## src/rtl/rr_grant_sched.sv

```systemverilog
// Round-robin grant scheduler: rotating-pointer search, grant held until release or hold limit.
// Latency 1 cycle req->gnt; no backpressure, requesters keep req high until granted.
module rr_grant_sched #(
    parameter int WIDTH    = 8,
    parameter int LOG_W    = 3,
    parameter int HOLD_W   = 8,
    parameter int MAX_HOLD = 16
) (
    input  logic             clk,
    input  logic             rst,
    input  logic [WIDTH-1:0] req,
    input  logic [WIDTH-1:0] done,
    output logic [WIDTH-1:0] gnt,
    output logic [LOG_W-1:0] gnt_idx,
    output logic             gnt_valid,
    output logic [LOG_W-1:0] ptr,
    output logic             preempt
);

    typedef enum logic {
        IDLE  = 1'b0,
        GRANT = 1'b1
    } state_t;

    localparam bit                HOLD_EN   = (MAX_HOLD != 0);
    localparam logic [HOLD_W-1:0] HOLD_LAST = HOLD_EN ? HOLD_W'(MAX_HOLD - 1) : '0;
    localparam logic [LOG_W-1:0]  LAST_IDX  = LOG_W'(WIDTH - 1);

    state_t            state;
    state_t            state_nxt;
    logic [HOLD_W-1:0] cnt;
    logic [HOLD_W-1:0] cnt_nxt;
    logic [WIDTH-1:0]  gnt_nxt;
    logic [LOG_W-1:0]  gnt_idx_nxt;
    logic              gnt_valid_nxt;
    logic [LOG_W-1:0]  ptr_nxt;
    logic              preempt_nxt;

    logic              win_found;
    logic [LOG_W-1:0]  win_idx;

    logic              rel_done;
    logic              rel_drop;
    logic              rel_hold;
    logic              release_now;
    logic [LOG_W-1:0]  ptr_adv;

    // Rotating search: first set request at or after ptr, wrapping through WIDTH-1 to 0.
    always_comb begin
        int j;
        win_found = 1'b0;
        win_idx   = '0;
        j         = 0;
        for (int i = 0; i < WIDTH; i++) begin
            j = int'(ptr) + i;
            if (j >= WIDTH) begin
                j = j - WIDTH;
            end
            if (!win_found && req[j[LOG_W-1:0]]) begin
                win_found = 1'b1;
                win_idx   = j[LOG_W-1:0];
            end
        end
    end

    // Only the granted requester's done/req bits can end a grant.
    always_comb begin
        rel_done    = done[gnt_idx];
        rel_drop    = !req[gnt_idx];
        rel_hold    = HOLD_EN && (cnt == HOLD_LAST);
        release_now = rel_done || rel_drop || rel_hold;
        ptr_adv     = (gnt_idx == LAST_IDX) ? '0 : gnt_idx + 1'b1;
    end

    always_comb begin
        state_nxt     = state;
        cnt_nxt       = cnt;
        gnt_nxt       = gnt;
        gnt_idx_nxt   = gnt_idx;
        gnt_valid_nxt = gnt_valid;
        ptr_nxt       = ptr;
        preempt_nxt   = 1'b0;

        case (state)
            IDLE: begin
                if (win_found) begin
                    state_nxt          = GRANT;
                    gnt_nxt            = '0;
                    gnt_nxt[win_idx]   = 1'b1;
                    gnt_idx_nxt        = win_idx;
                    gnt_valid_nxt      = 1'b1;
                    cnt_nxt            = '0;
                end
            end
            GRANT: begin
                if (release_now) begin
                    // Returning to IDLE forces the single bubble cycle between grants.
                    state_nxt     = IDLE;
                    gnt_nxt       = '0;
                    gnt_idx_nxt   = '0;
                    gnt_valid_nxt = 1'b0;
                    cnt_nxt       = '0;
                    ptr_nxt       = ptr_adv;
                    preempt_nxt   = rel_hold && !rel_done && !rel_drop;
                end else if (cnt != '1) begin
                    cnt_nxt = cnt + 1'b1;
                end
            end
            default: begin
                state_nxt = IDLE;
            end
        endcase
    end

    always_ff @(posedge clk) begin
        if (!rst) begin
            state     <= IDLE;
            cnt       <= '0;
            gnt       <= '0;
            gnt_idx   <= '0;
            gnt_valid <= 1'b0;
            ptr       <= '0;
            preempt   <= 1'b0;
        end else begin
            state     <= state_nxt;
            cnt       <= cnt_nxt;
            gnt       <= gnt_nxt;
            gnt_idx   <= gnt_idx_nxt;
            gnt_valid <= gnt_valid_nxt;
            ptr       <= ptr_nxt;
            preempt   <= preempt_nxt;
        end
    end

endmodule

```

## config.mk

```make
export PLATFORM = sky130hd
export DESIGN_NAME = rr_grant_sched
export DESIGN_NICKNAME = d
export VERILOG_FILES = /design/src/rtl/rr_grant_sched.sv
export SDC_FILE = /design/constraint.sdc
export NUM_CORES = 1
export LEC_CHECK = 0
export ABC_AREA = 1
export CORE_MARGIN = 5
export CORE_UTILIZATION = 35
export CTS_CLUSTER_SIZE = 28
export DETAILED_ROUTE_END_ITERATION = 10
export GPL_ROUTABILITY_DRIVEN = 1
export SYNTH_ARGS = -nofsm -noshare
export SYNTH_HDL_FRONTEND = slang
export SYNTH_SLANG_ARGS = --single-unit
```

## constraint.sdc

```tcl
create_clock -name clk -period 2.7 [get_ports clk]
set_input_delay 0.405 -clock clk [delete_from_list [all_inputs] [get_ports clk]]
set_output_delay 0.405 -clock clk [all_outputs]
set_load 0.005 [all_outputs]
```

After elaboration in Yosys (flattened, before gate mapping)
Index checks and enable logic that the tools add are counted.
Widths: inputs -> output; s select.
{"block": "word_totals", "ff_bits": 25}
{"block": "classes", "n_bitwise": 1, "reduce_logical": 25, "mux": 63, "n_lt_le_gt_ge": 19, "add_sub_neg": 17, "eq_ne": 6}
{"operator": "$mux 3", "n": 19}
{"operator": "$lt 3x4->1 const B", "n": 10}
{"operator": "$mux 8", "n": 5}
{"operator": "$pmux 8 s2", "n": 2}
{"operator": "$bmux 1 s3", "n": 10}
{"operator": "$ge 4x4->1 const B", "n": 7}
{"operator": "$sub 3x1->3 const B", "n": 8}
{"operator": "$mux 1", "n": 23}
{"operator": "$add 3x3->4 const B", "n": 4}
{"operator": "$logic_and 1x1->1", "n": 10}
{"operator": "$logic_not 1->1", "n": 9}
{"operator": "$add 3x2->4 const B", "n": 2}
{"operator": "$add 8x1->8 const B", "n": 1}
{"operator": "$eq 8x4->1 const B", "n": 1}
{"operator": "$ne 8x8->1 const B", "n": 1}
{"operator": "$pmux 3 s2", "n": 1}
{"operator": "$reduce_and 2->1", "n": 3}
{"operator": "$add 3x1->4 const B", "n": 1}
{"operator": "$ge 3x4->1 const B", "n": 1}
{"operator": "$pmux 1 s2", "n": 2}
{"operator": "$add 3x1->3 const B", "n": 1}
{"operator": "$demux 1 s3", "n": 1}
{"operator": "$eq 3x3->1 const B", "n": 1}
{"operator": "$ge 3x1->1 const B", "n": 1}
{"operator": "6 further kinds", "n": 7}

Longest topological paths before layout
{"block": "depth", "word_depth": 32, "depth_mapped": 19}

Worst setup path after synthesis
No wires, ideal clock.
{"block": "synth_path", "path_kind": "reg2reg", "startpoint": "register ptr[0]", "endpoint": "register gnt[1]", "stages_incl_launch_ff": 19, "synth_period_minus_slack_ps": 2343, "required_ps": 2588, "arrival_time_ps": 2231, "path_slack_ps": 357, "path_buffers": 2, "setup_time_ps": 112, "cell_sequence": "dfxtp_1 > inv_2 > buf_6 > ha_1 > buf_2 > inv_2 > nand3_2 > nand3_1 > nand2_2 > nor2_8 > nand4_4 > nor2_8 > nand3_2 > nand2_2 > inv_4 > nand2_4 > nor2_4 > nand2_1 > nand2_1"}
{"block": "synth_between", "elab_chain_len": 32, "elab_cells_between_ends": 86, "classes_between": "15 x add/sub; 10 x order compare; 1 x eq/ne; 44 x mux; 16 x reduce/logical"}
{"element": "start: declaration", "line_no": "16", "source": "output logic [LOG_W-1:0] ptr,"}
{"element": "start signal: assignment", "line_no": "130", "source": "ptr <= ptr_nxt;"}
{"element": "branches (longest 32 deep; another with $add 3x1->4)"}
{"element": "end signal: assignment", "line_no": "127", "source": "gnt <= gnt_nxt;"}
{"element": "end: declaration", "line_no": "13", "source": "output logic [WIDTH-1:0] gnt,"}
Several ways; the timed one is not identified. The select of a mux whose other input is x is not followed.
A chain may end at the register's enable or synchronous reset.

Worst setup path in the final report
{"block": "layout_path", "startpoint": "register ptr[1]", "endpoint": "register gnt[2]"}
The elaborated chain is that of the path after synthesis.

==> results.md <==
* Status: complete, no violations
* Nets at between 300 and 400
* First-pass GRT wire length at around 9400 um
* Yosys top cell area share at 0.240
* Max-cap violations at 0
* Mapped Nets at ~350
* Hold path cells at 2
* PwrDens at 1030 mW/mm^2
* Register-to-register setup slack at about 320 ps
* Worst hold path endpoint: gnt[3]
* CP max FO at 10
* DRT iter0 DRCs at 93
* Root Buffer: clkbuf_8
* Hold_ws at around 450 ps
* RSZ-0062 raised after global routing: no
* CP Capture Type: flop
* Register area share after synthesis at 0.240
* Total CTS buffers at 3
* Yosys warns at 0
* Vias at between 2k and 2.5k
* Worst setup SP type: flop
* Area Growth Syn to Fin at 22.3%
* Worst hold start: gnt[3]
* Type of the worst min-delay path: flop to flop
* Reg2reg start: ptr[1]
* Peak VDD IR at between 0.0004 and 0.0005 V
* Fmax at around 420 MHz
* DRC viols at 0
* CTS tree: built
* Post-route setup slack at 318 ps
* Chip width at between 80 and 90 um
* Post-CTS Setup Inserts at 0
* Cell taking the most area after synthesis: dfxtp_1
* Setup TNS Final at 0 ps
* Clock transition at the registers of the reported paths at 90 ps
* Power, Total at between 2 and 3 mW
* Pre-CTS WS at about 230 ps
* Vias/cell at between 4 and 5
* First-pass DRT Iterations at 4
* Hpwl dp at 4440 um
* Die area at approximately 0.0076 mm^2
* Initial Util at 0.356
* Hold Buf Count CTS at 0
* Most frequent CP cell: nand3_1
* Syn avg cell area at 6.43 um^2
* DRT Wirelength at ~5500 um
* Fin. Hold Viols at 0
* Cells after Synth at between 300 and 400
* Data arrival time of the worst path at 2590 ps
* FILL cells at around 610
* Antenna cells at 0
* Initial antenna violation count at 0
* Slowest stage cell, crit path: ha_2
* Synth area leaders: dfxtp_1 (24%), nand2_1 (17%), nand3_1 (11%), nor2_1 (7.0%), inv_1 (4.5%)
* H-tree levels at 1
* Final Setup Violations at 0
* Number of global-route vias before repair at between 2k and 2.5k
* Port buffer count at 33
* Worst-Skew Late Latency at around 270 ps
* Final slew viol count at 0
* Cell row count at 28
* Crit path kind: flop to flop
* Worst r2r path cells at 15
* FF+latch area at 500 um^2
* Tmin final at about 2400 ps
* Routability Congestion at between 0.8 and 0.9
* CP required at about 2900 ps
* Share of cells above drive strength 1 at 0.128
* Largest net degree at the start of global routing at 15
* Area taken by multi-input logic gates at between 0.001 and 0.0015 mm^2
* Synth Register Bits at 25
* Core area at 0.00585 mm^2
* Total GRT Usage at 0.151
* Worst stage delay on the critical path at approximately 360 ps
* Post-Syn Area at roughly 0.0021 mm^2
* Per-cell routed wire length at between 10 and 15 um
* Slew HR at 0.642
* Pleak at around 1.2 nW
* FF-to-FF End: gnt[2]
* CTS Buffer Depth at 2
* Worst clock skew at roughly 6.0 ps
* Tcrit/Tclk final at 0.882
* Netlist cell types at 34
* Die Ht at 87.1 um
* Crit path cell chain: inv_4 > ha_2 > inv_2 > nand3_2 > nand3_1 > nand2_2 > nor2_8 > nand4_4 > nor2_8 > nand3_1 > nand3_1 > nor2_1 > nor2_1 > nand2_1 > nand2_1
* ANT nets after route at 0
* Clk sinks at 25
* Worst-Margin Slew at ~540 ps
* Gr ovfl total at 0
* IO Pins at 34
power by group:
| part | internal [mW] | switching (mW) |
|---|---|---|
| clock | 0.103 | 0.113 |
| combinational | 0.664 | 1.20 |
| sequential | 0.449 | 0.0965 |
worst max-delay path: cells and delay by family, from the launching register on:
kind                       cells  cell delay [ps]
and+or+nand+nor               12             1340
adders and majority gates      1              360
DFF                            1              340
buffers and inverters          2              280
kinds of logic (layout without fill, tap and decap cells):
logic type	after synthesis	after routing	synth area share
simple gates	220	220	0.531
buf+inv	40	75	0.0859
compound gates	26	26	0.0715
flops	25	25	0.240
xor+xnor	8	8	0.0409
fa+ha+maj	5	5	0.0300
area by class of cell:
class	instances	share of cell area
flip-flops and latches	25	0.197
inverters	34	0.0521
multi-input cells	259	0.555
clock buffers	3	0.0162
clock inverters	1	0.00197
well taps	75	0.0369
repair buffers	37	0.142
metal layers:
layer  wire length (um)  part of all wire  GRT usage
met1               2650              0.48      0.204
met2               2550              0.46      0.253
met3                280             0.051     0.0237
met5                  0                 0          0
met4                 14            0.0025     0.0363
layout by cell type, fill, tap and decap left out, drive strengths merged, types with 3 or more instances in the layout:
cell type,n
a21oi,10
buf,4
clkbuf,3
clkdlybuf4s50,33
clkinv,3
dfxtp,25
ha,5
inv,32
nand2,107
nand3,55
nand4,8
nor2,44
nor3,4
o21ai,10
o21bai,3
xnor2,3
xor2,5
synth_stat cells:
cell	count
inv_2	5
buf_4	2
o211ai_1	1
dfxtp_1	25
a21oi_1	10
nand3_2	9
xnor2_1	2
nand2_4	3
buf_6	2
o21bai_2	1
o21bai_1	2
o21ai_1	3
xor2_1	4
xnor2_2	1
nor3_1	4
o21ai_0	7
nand2_1	97
inv_4	2
clkbuf_1	1
nor2_8	3
clkinv_1	2
nand2_2	7
nand3_1	46
a2111oi_0	1
nor2_4	2
nand4_1	6
ha_1	5
xor2_2	1
nand4_4	2
o22ai_1	1
nand3b_1	2
inv_1	25
nor2_1	39
buf_2	1
repair_timing:
action                                  4_1_cts  5_1_grt
hold endpoints to repair                      0        0
resized for setup                             0        2
endpoints found under the setup margin        0        3
state kept, by name (all words and copies together), names as in the netlist:
| name | count |
|---|---|
| gnt | 8 |
| cnt | 8 |
| gnt_idx | 3 |
| ptr | 3 |
| preempt | 1 |
| state | 1 |
| gnt_valid | 1 |
through the flow:
stage,cells,instance area [um^2],util
finish,434,2550,0.435
floorplan,324,2080,-
detailed placement,430,2490,0.426
global placement,430,2490,0.426
CTS,434,2540,0.433
global route,434,2550,0.435
how the worst max path moves through the flow:
stage	to	depth (start not counted)	slack, ps	startpoint
final	gnt[2]	15	320	ptr[1]
after CTS	gnt[2]	15	230	ptr[1]
after detailed placement	gnt[6]	13	230	req[5]
after floorplan	gnt[1]	18	360	ptr[0]
after global routing	gnt[3]	15	70	ptr[1]
after global placement	gnt[2]	13	160	req[7]
Note: power is estimated with default switching activity, not from simulation.
